$ cat src/rtl/run_sequencer_if.sv
// Host/sequencer bundle: go command, preload beats, data-memory port, processor control, result stream, status.
// master = run_sequencer (drives memory, processor start and result stream); slave = host environment.
// No logic inside; timing and backpressure are owned by the sequencer.
interface run_sequencer_if;
  logic        go;
  logic [7:0]  rd_base;
  logic [3:0]  rd_len;
  logic        ld_valid;
  logic [7:0]  ld_addr;
  logic [7:0]  ld_data;
  logic        ld_last;
  logic        ld_ready;
  logic        mem_wr_en;
  logic [7:0]  mem_addr;
  logic [7:0]  mem_wr_data;
  logic [7:0]  mem_rd_data;
  logic        dut_start;
  logic        dut_halt;
  logic        out_valid;
  logic [7:0]  out_data;
  logic        out_ready;
  logic        busy;
  logic        done;
  logic        timeout;
  logic [15:0] cycle_count;

  modport master (
    input  go, rd_base, rd_len, ld_valid, ld_addr, ld_data, ld_last,
           mem_rd_data, dut_halt, out_ready,
    output ld_ready, mem_wr_en, mem_addr, mem_wr_data, dut_start,
           out_valid, out_data, busy, done, timeout, cycle_count
  );

  modport slave (
    output go, rd_base, rd_len, ld_valid, ld_addr, ld_data, ld_last,
           mem_rd_data, dut_halt, out_ready,
    input  ld_ready, mem_wr_en, mem_addr, mem_wr_data, dut_start,
           out_valid, out_data, busy, done, timeout, cycle_count
  );
endinterface

$ cat src/rtl/run_sequencer.sv
// Sequences a processor test: preload data memory, hold start for START_CYC, run until halt/timeout, dump results.
// Latency: preload writes and dump reads are combinational in the cycle they are presented; phase changes take one edge.
// Backpressure: preload is always accepted in LOAD; dump address/data hold while out_ready is low.
module run_sequencer #(
  parameter int unsigned START_CYC = 2,
  parameter logic [15:0] TIMEOUT   = 16'd65535
) (
  input logic           clk,
  input logic           rst,
  run_sequencer_if.master bus
);

  typedef enum logic [2:0] {IDLE, LOAD, ARM, RUN, DUMP, DONE} state_t;

  // ARM counter only needs to reach START_CYC-1 (START_CYC of at least 1 assumed)
  localparam int unsigned   ARM_W    = (START_CYC > 1) ? $clog2(START_CYC) : 1;
  localparam logic [ARM_W-1:0] ARM_LAST = ARM_W'(START_CYC - 1);

  state_t            state;
  logic [7:0]        base_q;
  logic [3:0]        len_q;
  logic [3:0]        idx;
  logic [ARM_W-1:0]  arm_cnt;
  logic              dut_start_q;
  logic              busy_q;
  logic              done_q;
  logic              timeout_q;
  logic [15:0]       cc_q;
  logic [15:0]       cc_inc;
  logic [7:0]        dump_addr;

  // run counter sticks at all-ones rather than wrapping
  assign cc_inc    = (cc_q == 16'hFFFF) ? cc_q : cc_q + 16'd1;
  // dump address wraps naturally at 8 bits
  assign dump_addr = base_q + {4'd0, idx};

  // phase sequencing with registered status and processor-start outputs
  always_ff @(posedge clk or posedge rst) begin
    if (rst) begin
      state       <= IDLE;
      base_q      <= 8'h00;
      len_q       <= 4'd0;
      idx         <= 4'd0;
      arm_cnt     <= '0;
      dut_start_q <= 1'b1;
      busy_q      <= 1'b0;
      done_q      <= 1'b0;
      timeout_q   <= 1'b0;
      cc_q        <= 16'd0;
    end else begin
      case (state)
        IDLE, DONE: begin
          if (bus.go) begin
            base_q    <= bus.rd_base;
            len_q     <= bus.rd_len;
            cc_q      <= 16'd0;
            timeout_q <= 1'b0;
            done_q    <= 1'b0;
            busy_q    <= 1'b1;
            state     <= LOAD;
          end
        end
        LOAD: begin
          if (bus.ld_valid && bus.ld_last) begin
            arm_cnt <= '0;
            state   <= ARM;
          end
        end
        ARM: begin
          if (arm_cnt == ARM_LAST) begin
            dut_start_q <= 1'b0;
            state       <= RUN;
          end else begin
            arm_cnt <= arm_cnt + ARM_W'(1);
          end
        end
        RUN: begin
          // the halt cycle is itself counted; halt outranks a simultaneous timeout
          cc_q <= cc_inc;
          if (bus.dut_halt || (cc_inc >= TIMEOUT)) begin
            timeout_q   <= !bus.dut_halt;
            dut_start_q <= 1'b1;
            idx         <= 4'd0;
            if (len_q == 4'd0) begin
              busy_q <= 1'b0;
              done_q <= 1'b1;
              state  <= DONE;
            end else begin
              state <= DUMP;
            end
          end
        end
        DUMP: begin
          if (bus.out_ready) begin
            if (idx == len_q - 4'd1) begin
              idx    <= 4'd0;
              busy_q <= 1'b0;
              done_q <= 1'b1;
              state  <= DONE;
            end else begin
              idx <= idx + 4'd1;
            end
          end
        end
        default: state <= IDLE;
      endcase
    end
  end

  assign bus.ld_ready  = (state == LOAD);
  assign bus.mem_wr_en = (state == LOAD) && bus.ld_valid;

  // memory port follows the host beat in LOAD and the dump pointer in DUMP
  always_comb begin
    bus.mem_addr    = 8'h00;
    bus.mem_wr_data = 8'h00;
    if (state == LOAD) begin
      bus.mem_addr    = bus.ld_addr;
      bus.mem_wr_data = bus.ld_data;
    end else if (state == DUMP) begin
      bus.mem_addr = dump_addr;
    end
  end

  assign bus.out_valid   = (state == DUMP);
  assign bus.out_data    = (state == DUMP) ? bus.mem_rd_data : 8'h00;
  assign bus.dut_start   = dut_start_q;
  assign bus.busy        = busy_q;
  assign bus.done        = done_q;
  assign bus.timeout     = timeout_q;
  assign bus.cycle_count = cc_q;

endmodule

$ cat src/flat_wrapper.sv
// flat-port wrapper written by rule: the top's interface ports become plain ports
module run_sequencer_flat 
#(
  parameter int unsigned START_CYC = 2,
  parameter logic [15:0] TIMEOUT   = 16'd65535
)
  (clk, rst, bus_go, bus_rd_base, bus_rd_len, bus_ld_valid, bus_ld_addr, bus_ld_data, bus_ld_last, bus_mem_rd_data, bus_dut_halt, bus_out_ready, bus_ld_ready, bus_mem_wr_en, bus_mem_addr, bus_mem_wr_data, bus_dut_start, bus_out_valid, bus_out_data, bus_busy, bus_done, bus_timeout, bus_cycle_count);
  run_sequencer_if bus_i ();
  input logic clk;
  input logic rst;
  input wire logic [$bits(bus_i.go)-1:0] bus_go;
  input wire logic [$bits(bus_i.rd_base)-1:0] bus_rd_base;
  input wire logic [$bits(bus_i.rd_len)-1:0] bus_rd_len;
  input wire logic [$bits(bus_i.ld_valid)-1:0] bus_ld_valid;
  input wire logic [$bits(bus_i.ld_addr)-1:0] bus_ld_addr;
  input wire logic [$bits(bus_i.ld_data)-1:0] bus_ld_data;
  input wire logic [$bits(bus_i.ld_last)-1:0] bus_ld_last;
  input wire logic [$bits(bus_i.mem_rd_data)-1:0] bus_mem_rd_data;
  input wire logic [$bits(bus_i.dut_halt)-1:0] bus_dut_halt;
  input wire logic [$bits(bus_i.out_ready)-1:0] bus_out_ready;
  output wire logic [$bits(bus_i.ld_ready)-1:0] bus_ld_ready;
  output wire logic [$bits(bus_i.mem_wr_en)-1:0] bus_mem_wr_en;
  output wire logic [$bits(bus_i.mem_addr)-1:0] bus_mem_addr;
  output wire logic [$bits(bus_i.mem_wr_data)-1:0] bus_mem_wr_data;
  output wire logic [$bits(bus_i.dut_start)-1:0] bus_dut_start;
  output wire logic [$bits(bus_i.out_valid)-1:0] bus_out_valid;
  output wire logic [$bits(bus_i.out_data)-1:0] bus_out_data;
  output wire logic [$bits(bus_i.busy)-1:0] bus_busy;
  output wire logic [$bits(bus_i.done)-1:0] bus_done;
  output wire logic [$bits(bus_i.timeout)-1:0] bus_timeout;
  output wire logic [$bits(bus_i.cycle_count)-1:0] bus_cycle_count;
  assign bus_i.go = bus_go;
  assign bus_i.rd_base = bus_rd_base;
  assign bus_i.rd_len = bus_rd_len;
  assign bus_i.ld_valid = bus_ld_valid;
  assign bus_i.ld_addr = bus_ld_addr;
  assign bus_i.ld_data = bus_ld_data;
  assign bus_i.ld_last = bus_ld_last;
  assign bus_i.mem_rd_data = bus_mem_rd_data;
  assign bus_i.dut_halt = bus_dut_halt;
  assign bus_i.out_ready = bus_out_ready;
  assign bus_ld_ready = bus_i.ld_ready;
  assign bus_mem_wr_en = bus_i.mem_wr_en;
  assign bus_mem_addr = bus_i.mem_addr;
  assign bus_mem_wr_data = bus_i.mem_wr_data;
  assign bus_dut_start = bus_i.dut_start;
  assign bus_out_valid = bus_i.out_valid;
  assign bus_out_data = bus_i.out_data;
  assign bus_busy = bus_i.busy;
  assign bus_done = bus_i.done;
  assign bus_timeout = bus_i.timeout;
  assign bus_cycle_count = bus_i.cycle_count;
  run_sequencer #(.START_CYC(START_CYC), .TIMEOUT(TIMEOUT)) u_core (.clk(clk), .rst(rst), .bus(bus_i));
endmodule
$ cat config.mk
export PLATFORM = sky130hd
export DESIGN_NAME = run_sequencer_flat
export DESIGN_NICKNAME = d
export VERILOG_FILES = /design/src/rtl/run_sequencer_if.sv /design/src/rtl/run_sequencer.sv /design/src/flat_wrapper.sv
export SDC_FILE = /design/constraint.sdc
export NUM_CORES = 1
export LEC_CHECK = 0
export CAP_MARGIN = 10
export CORE_MARGIN = 3
export CORE_UTILIZATION = 27
export DETAILED_ROUTE_END_ITERATION = 16
export MAX_ROUTING_LAYER = met4
export PLACE_DENSITY = 0.52
export SETUP_SLACK_MARGIN = 0.5
export SYNTH_ARGS = -nofsm -noshare
export SYNTH_HDL_FRONTEND = slang
export SYNTH_SLANG_ARGS = --single-unit
$ cat constraint.sdc
create_clock -name clk -period 3.2 [get_ports clk]
set_input_delay 0.48 -clock clk [delete_from_list [all_inputs] [get_ports clk]]
set_output_delay 0.48 -clock clk [all_outputs]
set_load 0.01 [all_outputs]
==> summary.txt, run 1 <==
Outcome
  • Outcome: finished, final reports clean

Synth
  • Multiplexer share of the synthesized area: 0.0543
  • Syn nets: 373
  • Syn Inst Count: 321
  • Simple-Gate Fraction of Synth Area: 0.264
  • Post-synth EDFFs: 0
  • Post-Syn Area per Cell: 8.89 µm²
  • Post-Synth XOR/XNOR Area: 0.0429
  • Post-Synthesis Cell Area: 2860 µm²
  • Fraction of the mapped netlist area in adder cells: 0.0421
  • Ys Warns: 0
  • Yosys reg bits: 40
  • Fraction of registers with async set/reset: 1.00
  • Ys flop type: dfrtp_1
  • Post-synthesis sequential area ratio: 0.351
  • Distinct cells, synth: 62
  • Largest family of logic cells by synthesized area: simple AND/OR/NAND/NOR gates
  • Post-synthesis compound-gate area fraction: 0.195

Worst setup path
  • CP Class: flip-flop to flip-flop
  • CP arrival: 2.80 ns
  • Critical-path top delay cell: dfrtp_1
  • Cell chain of the critical path: and4_2 -> nand2_1 -> o21ba_1 -> nor4_1 -> o2111a_2 -> o2bb2ai_2 -> mux2_2
  • Crit path required time: 3.38 ns
  • Worst Setup End Kind: flip-flop
  • Worst Path Max Fanout: 8
  • Slowest stage delay, CP: 0.51 ns
  • CP Launch Type: flip-flop

Clocking
  • Clk_lat worst skew: 0.30 ns
  • Root Buffer: clkbuf_8
  • CTS tree: done
  • Clock slew at reported path FFs: 0.09 ns
  • Largest buffer count on any clock path: 2
  • Htree depth: 2
  • Total CTS buffers: 5
  • Sink Count: 40

Hold path
  • Hold Crit Class: flip-flop to flip-flop

Timing
  • Setup violations, final: 0
  • RSZ-0062 raised after global routing: no
  • Hold Slack: 0.498 ns
  • Final hold vios: 0
  • Setup Total Neg Slack: 0 ns
  • Setup Skew: 0.00837 ns
  • Fin crit period: 2.61 ns
  • Max Freq: 382 MHz
  • Final worst-path cycle share: 0.817
  • Worst rel slew slack: 0.562
  • Slew @ Worst Pin: 0.655 ns
  • Max Slew Vio Count: 0

Route
  • Vias/cell: 5.03
  • Vias: 2764
  • Drt pass-1 iters: 4
  • Total routed wirelength: 8170 µm
  • Detail Route Antenna Nets: 0
  • Post-route DRC: 0
  • DR iter-0 viols: 154
  • Routed len/inst: 14.9 µm

Die
  • Horiz. Die Dim: 109 µm
  • Row cnt: 36
  • DIE HEIGHT: 109 µm
  • Starting Density: 0.284
  • Die area: 11800 µm²
  • Core ar.: 10000 µm²
  • Ports: 90

Pwr
  • Power Dens Cells: 651 nW/µm²
  • Comb pwr share: 0.545
  • Switching pwr: 1.06 mW
  • Int Power: 1.62 mW
  • Sw frac: 0.396
  • VDD IR max: 301 µV
  • Clk pwr share: 0.137
  • Seq pwr share: 0.319
  • Static Leak: 1.73 nW

Placement
  • Placed cell count: 529
  • HPWL Detailed: 5930 µm
  • GP Congestion: 0.850
  • I/O Buffers: 89

Job
  • Max Cap Viol: 0

Global route
  • Number of antenna violations at the first check in global routing: 0
  • Vias in the first global route: 2489
  • Largest net degree at the start of global routing: 41
  • Grt total ovfl: 0
  • First-pass GRT wire length: 12900 µm
  • GRT Overall Usage: 0.140

Layout
  • Most frequent cells in the layout: 83 x clkdlybuf4s50_1, 36 x nor2_1, 29 x dfrtp_1
  • # diodes: 0
  • Final net count: 468
  • Post-layout util: 0.409
  • FILL cells: 1012
  • Most common cell after layout, fill and taps aside: clkdlybuf4s50_1
  • Non-filler cells, final: 550
  • Layout cell share with drive strength beyond 1: 0.189
  • Syn-to-layout area delta: 43.9%
==> final timing paths <==
path                                            from                         to  slack [ns]  depth (start not counted)
setup / recovery           u_core.bus.cycle_count[9]              u_core.idx[0]        0.59                          7
hold / removal                       u_core.bus.done            u_core.bus.done        0.50                          1
setup reg to reg           u_core.bus.cycle_count[9]              u_core.idx[0]        0.59                          7
hold reg to reg                      u_core.bus.done            u_core.bus.done        0.50                          1
max in group asynchronous                        rst  u_core.bus.cycle_count[8]        2.19                          3
min in group asynchronous                        rst           u_core.base_q[7]        0.61                          3
==> synth_stat cells, types with 4 or more instances <==
cell type,number,area (µm²)
and2_1,9,56.3
a21o_1,5,37.5
a31oi_1,5,31.3
inv_1,7,26.3
and3_1,10,62.6
xor2_1,4,35.0
mux2_2,12,135
a21oi_1,15,75.1
nor4_1,4,25.0
nor3_1,7,35.0
o41ai_1,4,35.0
dfrtp_1,39,976
nand2_1,26,97.6
nor2b_1,5,31.3
ha_1,8,100
nand3_1,10,50.1
o21ai_0,17,85.1
clkbuf_1,10,37.5
nand4_1,4,25.0
a22o_1,10,87.6
o31ai_1,4,30.0
nor2_1,36,135
o22ai_1,4,25.0
xnor2_1,10,87.6
==> state kept, by name (all words and copies together), names as in the netlist <==
| signal | count |
|---|---|
| u_core.bus.cycle_count | 16 |
| u_core.base_q | 8 |
| u_core.idx | 4 |
| u_core.len_q | 4 |
| u_core.state | 3 |
| u_core.arm_cnt | 1 |
| u_core.bus.busy | 1 |
| u_core.bus.done | 1 |
| u_core.bus.dut_start | 1 |
| u_core.bus.timeout | 1 |
==> routing by layer <==
layer	global-route usage	wire [µm]	up-vias	share of wire
li1	-	-	1373	-
met1	0.195	4050	1305	0.50
met2	0.211	3570	79	0.44
met3	0.0261	465	7	0.057
met4	0.0352	82	0	0.010
met5	-	0	-	0
==> cells by family after synthesis <==
family | Yosys count
xor+xnor | 14
compound gates | 81
fa+ha+maj | 9
mux | 14
simple gates | 135
flops | 40
buf+inv | 28
==> per-stage QoR <==
stage               power [mW]  area (µm²)  setup slack [ns]
floorplan                 1.66        2860             0.657
global placement          2.23        3850             0.362
detailed placement        2.23        3850             0.345
CTS                       2.62        3990             0.393
global route              2.91        4110             0.502
finish                    2.67        4110             0.585
==> power groups by stage <==
stage	clock network, mW	logic, mW	registers, mW
final	0.365	1.46	0.851
after global routing	0.409	1.62	0.882
after CTS	0.385	1.39	0.848
after detailed placement	0	1.37	0.859
after global placement	0	1.37	0.856
after floorplan	0	0.872	0.792
==> area by class of cell <==
type                            instances  area (µm²)  share of cell area
Timing Repair Buffer                  109        1030               0.250
Clock buffer                            7        86.3              0.0210
Sequential cell                        40        1010               0.247
Inverter                                7        26.3             0.00640
Tap cell                              133         166              0.0405
Multi-Input combinational cell        253        1780               0.433
Clock inverter                          1        7.51             0.00183
==> worst max-delay path, delay by kind of cell (launching register included) <==
kind | cells | cell delay [ns]
and+or+nand+nor | 3 | 0.89
AOI/OAI and AO/OA | 3 | 0.73
DFF | 1 | 0.51
muxes | 1 | 0.37
==> what timing repair did <==
| action | 4_1_cts | 5_1_grt |
|---|---|---|
| gates resized for setup | 16 | 25 |
| setup endpoints to repair | 23 | 25 |
| hold buffers | 0 | 0 |
| setup buffers | 2 | 11 |
| pin swaps | 0 | 8 |
| cloned | 0 | 0 |
Note: power is estimated with default switching activity, not from simulation.
==> run 2, diff against run 1 <==
- PLACE_DENSITY: 0.52 -> 0.54
- clock period: 3.2 -> 2.27 ns (I/O delays scaled with it)
==> summary.txt, run 2 (same netlist as run 1, synthesis figures left out) <==
Layout
  • Final net count: 598 (+28%)
  • FILL cells: 850 (-16%)
  • Non-filler cells, final: 680 (+24%)
  • Syn-to-layout area delta: 107%
  • # diodes: 0 (unchanged)
  • Post-layout instance area: 5910 µm² (+44%)
  • Most common cell after layout, fill and taps aside: buf_4
  • Most frequent cells in the layout: 99 x buf_4, 64 x buf_6, 50 x clkdlybuf4s50_1
  • Layout cell share with drive strength beyond 1: 0.567 (+0.377)
  • Max reg flops: 16 (unchanged)

Timing
  • Hold Slack: 0.467 ns (-0.0305 ns)
  • Setup violations, final: 10 (+10)
  • Setup Skew: 0.00663 ns (-0.00174 ns)
  • Setup Total Neg Slack: -0.647 ns (-0.647 ns)
  • Max Slew Vio Count: 0 (unchanged)
  • RSZ-0062 raised after global routing: yes
  • Worst rel slew slack: 0.644 (+0.0821)
  • Max Freq: 413 MHz
  • Fin crit period: 2.42 ns
  • Final worst-path cycle share: 1.07
  • Post-layout worst setup margin: -0.152 ns (-0.738 ns)
  • Final hold vios: 0 (unchanged)
  • Slew @ Worst Pin: 0.534 ns (-0.121 ns)

Route
  • Drt pass-1 iters: 4 (unchanged)
  • Vias/cell: 5.04 (+0.20%)
  • Post-route DRC: 0 (unchanged)
  • Total routed wirelength: 11400 µm (+39%)
  • Detail Route Antenna Nets: 0 (unchanged)
  • Routed len/inst: 16.7 µm (+12%)
  • DR iter-0 viols: 220 (+43%)
  • Vias: 3424 (+24%)

Die
  • Core ar.: 10000 µm² (unchanged)
  • Starting Density: 0.284 (unchanged)
  • DIE HEIGHT: 109 µm (unchanged)
  • Die area: 11800 µm² (unchanged)
  • Horiz. Die Dim: 109 µm (unchanged)
  • Ports: 90 (unchanged)
  • Row cnt: 36 (unchanged)

Worst setup path
  • CP Class: flip-flop to output port
  • Slowest stage delay, CP: 0.40 ns (-0.11 ns)
  • Worst Setup End Kind: output port
  • Worst Path Max Fanout: 2 (-6)
  • Critical-path top delay cell: dfrtp_1
  • CP arrival: 2.08 ns (-0.72 ns)
  • CP Launch Type: flip-flop
  • Cell chain of the critical path: ha_2 -> fa_2 -> a21o_1 -> a21oi_2 -> nor2_1 -> xor2_1 -> a22o_1 -> buf_2
  • Critical path buffer and inverter count: 1 (+1)
  • Crit path required time: 1.93 ns (-1.45 ns)
  • Top Family by Delay on Critical Path: adder cells

Clocking
  • CTS tree: done
  • Hold buffers post-CTS: 0 (unchanged)
  • Clk_lat worst skew: 0.30 ns (about the same)
  • Largest buffer count on any clock path: 2 (unchanged)
  • Clock slew at reported path FFs: 0.08 ns (about the same)
  • Root Buffer: clkbuf_8
  • Htree depth: 2 (unchanged)
  • Sink Count: 40 (unchanged)
  • Total CTS buffers: 5 (unchanged)

Global route
  • Number of antenna violations at the first check in global routing: 0 (unchanged)
  • Largest net degree at the start of global routing: 41 (unchanged)
  • Grt total ovfl: 0 (unchanged)
  • GRT Overall Usage: 0.196 (+0.0553)
  • First-pass GRT wire length: 17800 µm (+38%)
  • Vias in the first global route: 3439 (+38%)

Pwr
  • Comb pwr share: 0.688 (+0.143)
  • VDD IR max: 408 µV (+36%)
  • Power Dens Cells: 944 nW/µm² (+45%)
  • Static Leak: 2.80 nW (+62%)
  • Int Power: 3.48 mW (+120%)
  • Seq pwr share: 0.206 (-0.113)
  • Switching pwr: 2.10 mW (+99%)
  • Sw frac: 0.377 (-0.0189)
  • Clk pwr share: 0.106 (-0.031)

Hold path
  • Hold Crit Class: input pin to asynchronous set/reset pin

Placement
  • I/O Buffers: 89 (unchanged)
  • Placed inst area: 4460 µm² (+16%)
  • GP Congestion: 0.889 (+4.6%)
  • Placed cell count: 599 (+13%)
  • HPWL Detailed: 7110 µm (+20%)

Outcome
  • Outcome: complete, but fails checks
  • Failing checks: negative setup slack

Job
  • Max Cap Viol: 0 (unchanged)
run 2: worst register-to-register path, delay by kind of cell (launching register included):
| kind | cells | cell delay (ns) |
|---|---|---|
| compound gates | 3 | 0.49 |
| mux | 1 | 0.32 |
| simple gates | 3 | 0.95 |
| flops | 1 | 0.44 |
run 2: what timing repair did:
item	in CTS	in global routing
gates resized for setup	278	64
pin swaps	62	38
setup endpoints to repair	58	70
cloned	6	1
buffers inserted	52	14
run 2: layout make-up:
class                      count  area [µm²]  area share
clock buffer                   6        72.6      0.0123
clock inverter                 2        35.0     0.00593
inverter                       7        33.8     0.00572
multi-input combinational    254        2350       0.398
sequential                    40        1010       0.171
tap                          133         166      0.0282
timing repair buffer         238        2240       0.379
run 2: final timing paths:
kind,start,endpoint,slack (ns),cells past startpoint
min,rst,u_core.bus.cycle_count[4],0.47,3
max in group asynchronous,rst,u_core.bus.cycle_count[3],1.41,3
max,u_core.base_q[0],bus_mem_addr[6],-0.15,8
min in group clk,u_core.bus.done,u_core.bus.done,0.52,1
max reg2reg,u_core.bus.cycle_count[0],u_core.idx[1],-0.04,7
min reg2reg,u_core.bus.done,u_core.bus.done,0.52,1
run 2: metrics by stage:
step                total power [mW]  utilization  setup slack (ns)
floorplan                       2.41            -           -0.0571
global placement                3.44        0.444            -0.204
detailed placement              3.48        0.444            -0.193
CTS                             5.06        0.546            -0.169
global route                    5.91        0.588            -0.242
finish                          5.58        0.588            -0.152
run 2: per-layer routing:
metal  GRT usage  up-vias  part of all wire
met5           -        -                 0
met4      0.0649        0             0.019
met3      0.0343       18             0.055
met2       0.316      103              0.50
met1       0.248     1669              0.42
li1            -     1634                 -
run 2: power by group through the flow:
stage	Sequential, mW	Clock [mW]	Combinational [mW]
after floorplan	1.13	0	1.28
after global placement	1.13	0	2.31
after detailed placement	1.14	0	2.34
after CTS	1.13	0.606	3.33
after global routing	1.17	0.639	4.09
final	1.15	0.594	3.84
==> run 3, diff against run 2 <==
- PLACE_DENSITY: 0.54 -> 0.52
- clock period: 2.27 -> 2.5 ns (I/O delays scaled with it)
==> summary.txt, run 3 (same netlist as run 1, synthesis figures left out) <==
Outcome
  • Outcome: finished, final reports clean

Route
  • Drt pass-1 iters: 4 (unchanged)
  • Met2 wire len: 4900 µm (-14%)
  • Met1 Wirelength: 4570 µm (-5.0%)
  • Vias: 3216 (-6.1%)
  • WL met3: 496 µm (-21%)
  • DR iter-0 viols: 140 (-36%)
  • Post-route DRC: 0 (unchanged)
  • Routed len/inst: 15.7 µm (-5.7%)
  • Detail Route Antenna Nets: 0 (unchanged)
  • Total routed wirelength: 10100 µm (-11%)
  • Vias/cell: 5.03 (-0.20%)
  • Top routing layer used: met4

Timing
  • Slew @ Worst Pin: 0.560 ns (+0.0258 ns)
  • Post-layout worst setup margin: 0.0700 ns (+0.222 ns)
  • Final hold vios: 0 (unchanged)
  • Fin crit period: 2.43 ns
  • Setup Skew: 0.0152 ns (+0.00861 ns)
  • Hold Slack: 0.495 ns (+0.0277 ns)
  • Max Slew Vio Count: 0 (unchanged)
  • Setup violations, final: 0 (-10)
  • RSZ-0062 raised after global routing: yes
  • Max Freq: 412 MHz
  • Final worst-path cycle share: 0.972
  • Worst rel slew slack: 0.627 (-0.0172)

Die
  • Ports: 90 (unchanged)
  • DIE HEIGHT: 109 µm (unchanged)
  • Core ar.: 10000 µm² (unchanged)
  • Horiz. Die Dim: 109 µm (unchanged)
  • Row cnt: 36 (unchanged)
  • Die area: 11800 µm² (unchanged)
  • Starting Density: 0.284 (unchanged)

Placement
  • GP Congestion: 0.915 (+2.9%)
  • DP Worst Slack: 0.00659 ns (+0.200 ns)
  • HPWL Detailed: 7000 µm (-1.5%)
  • I/O Buffers: 89 (unchanged)

Layout
  • Layout cell share with drive strength beyond 1: 0.440 (-0.127)
  • Syn-to-layout area delta: 79.4%
  • FF/Latch Area: 1010 µm² (unchanged)
  • # diodes: 0 (unchanged)
  • Most common cell after layout, fill and taps aside: buf_4
  • Final net count: 558 (-6.7%)
  • Max reg flops: 16 (unchanged)
  • Multi-input logic area: 2110 µm² (-10%)
  • FILL cells: 953 (+12%)
  • Most frequent cells in the layout: 87 x buf_4, 62 x clkdlybuf4s50_1, 31 x dfrtp_1

Worst setup path
  • Crit path required time: 2.12 ns (+0.19 ns)
  • Critical path buffer and inverter count: 1 (unchanged)
  • Slowest stage delay, CP: 0.42 ns (+0.02 ns)
  • CP Class: flip-flop to output port
  • CP Launch Type: flip-flop
  • Worst Setup End Kind: output port
  • R2r setup slk: 0.15 ns (+0.19 ns)
  • Worst Path Max Fanout: 2 (unchanged)
  • CP arrival: 2.05 ns (-0.03 ns)
  • Top Family by Delay on Critical Path: adder cells
  • Critical-path top delay cell: dfrtp_1
  • Cell chain of the critical path: ha_4 -> fa_2 -> a21o_1 -> a21oi_2 -> nor2_1 -> xor2_1 -> a22o_1 -> buf_2

Pwr
  • VDD IR max: 471 µV (+15%)
  • Static Leak: 2.32 nW (-17%)
  • Int Power: 2.39 mW (-31%)
  • Seq pwr share: 0.259 (+0.053)
  • Sw frac: 0.403 (+0.0259)
  • Clk pwr share: 0.117 (+0.011)
  • Comb pwr share: 0.624 (-0.064)
  • Switching pwr: 1.61 mW (-23%)
  • Power Dens Cells: 781 nW/µm² (-17%)

Clocking
  • CTS tree: done
  • Root Buffer: clkbuf_8
  • Sink Count: 40 (unchanged)
  • Clock slew at reported path FFs: 0.09 ns (about the same)
  • Largest buffer count on any clock path: 2 (unchanged)
  • Clk_lat worst skew: 0.30 ns (about the same)
  • Htree depth: 2 (unchanged)
  • Total CTS buffers: 5 (unchanged)

Job
  • Max Cap Viol: 0 (unchanged)

Global route
  • Number of antenna violations at the first check in global routing: 0 (unchanged)
  • Vias in the first global route: 3175 (-7.7%)
  • GRT Overall Usage: 0.172 (-0.0233)
  • Largest net degree at the start of global routing: 41 (unchanged)
  • First-pass GRT wire length: 15900 µm (-11%)
  • Grt total ovfl: 0 (unchanged)

Hold path
  • Hold Crit Class: flip-flop to flip-flop
[run 3: cell types whose count changed in the layout (fill, tap and decap cells not counted), sizes merged]
cell / delta
dlymetal6s2s: -4
nor2: +1
clkbuf: +9
clkinvlp: +2
inv: -1
nand3: -1
clkinv: -1
bufinv: -1
dlygate4sd2: +3
buf: -59
clkdlybuf4s50: +12
[run 3: area by class of cell]
class,count,area share
clock buffers,7,0.0169
clock inverters,1,0.00147
inverters,7,0.00586
multi-input cells,254,0.413
flip-flops and latches,40,0.198
well taps,133,0.0325
repair buffers,198,0.333
[run 3: stage by stage]
step	TNS [ns]	util	cells	area, µm²	power (mW)
after floorplan	0	-	321	2940	2.18
after global placement	0	0.435	588	4370	3.12
after detailed placement	0	0.435	588	4370	3.14
after CTS	0	0.487	631	4890	3.82
after global routing	-0.0190	0.510	640	5120	4.29
final	0	0.510	640	5120	4.00
[run 3: final timing paths]
path	cells after the start	to	from
max	8	bus_mem_addr[6]	u_core.base_q[0]
max in group asynchronous	3	u_core.state[1]	rst
min reg2reg	1	u_core.bus.done	u_core.bus.done
min	1	u_core.bus.done	u_core.bus.done
min in group asynchronous	3	u_core.idx[3]	rst
max reg2reg	9	u_core.idx[2]	u_core.bus.cycle_count[0]
[run 3: layer usage]
| metal | vias to the layer above | GRT usage |
|---|---|---|
| li1 | 1550 | - |
| met1 | 1562 | 0.225 |
| met2 | 94 | 0.285 |
| met3 | 10 | 0.0243 |
| met4 | 0 | 0.0370 |
| met5 | - | - |
[run 3: power groups by stage]
stage / Sequential, mW / Clock, mW / Combinational (mW)
finish: 1.03 / 0.468 / 2.50
detailed placement: 1.03 / 0 / 2.11
global route: 1.07 / 0.511 / 2.72
global placement: 1.03 / 0 / 2.09
CTS: 1.02 / 0.483 / 2.31
floorplan: 1.03 / 0 / 1.15
[run 3: what timing repair did]
| item | in CTS | in global routing |
|---|---|---|
| cloned | 1 | 0 |
| hold buffers | 0 | 0 |
| resized for setup | 107 | 62 |
| setup buffers | 34 | 9 |
| pin swaps | 29 | 24 |
| endpoints found under the setup margin | 38 | 32 |
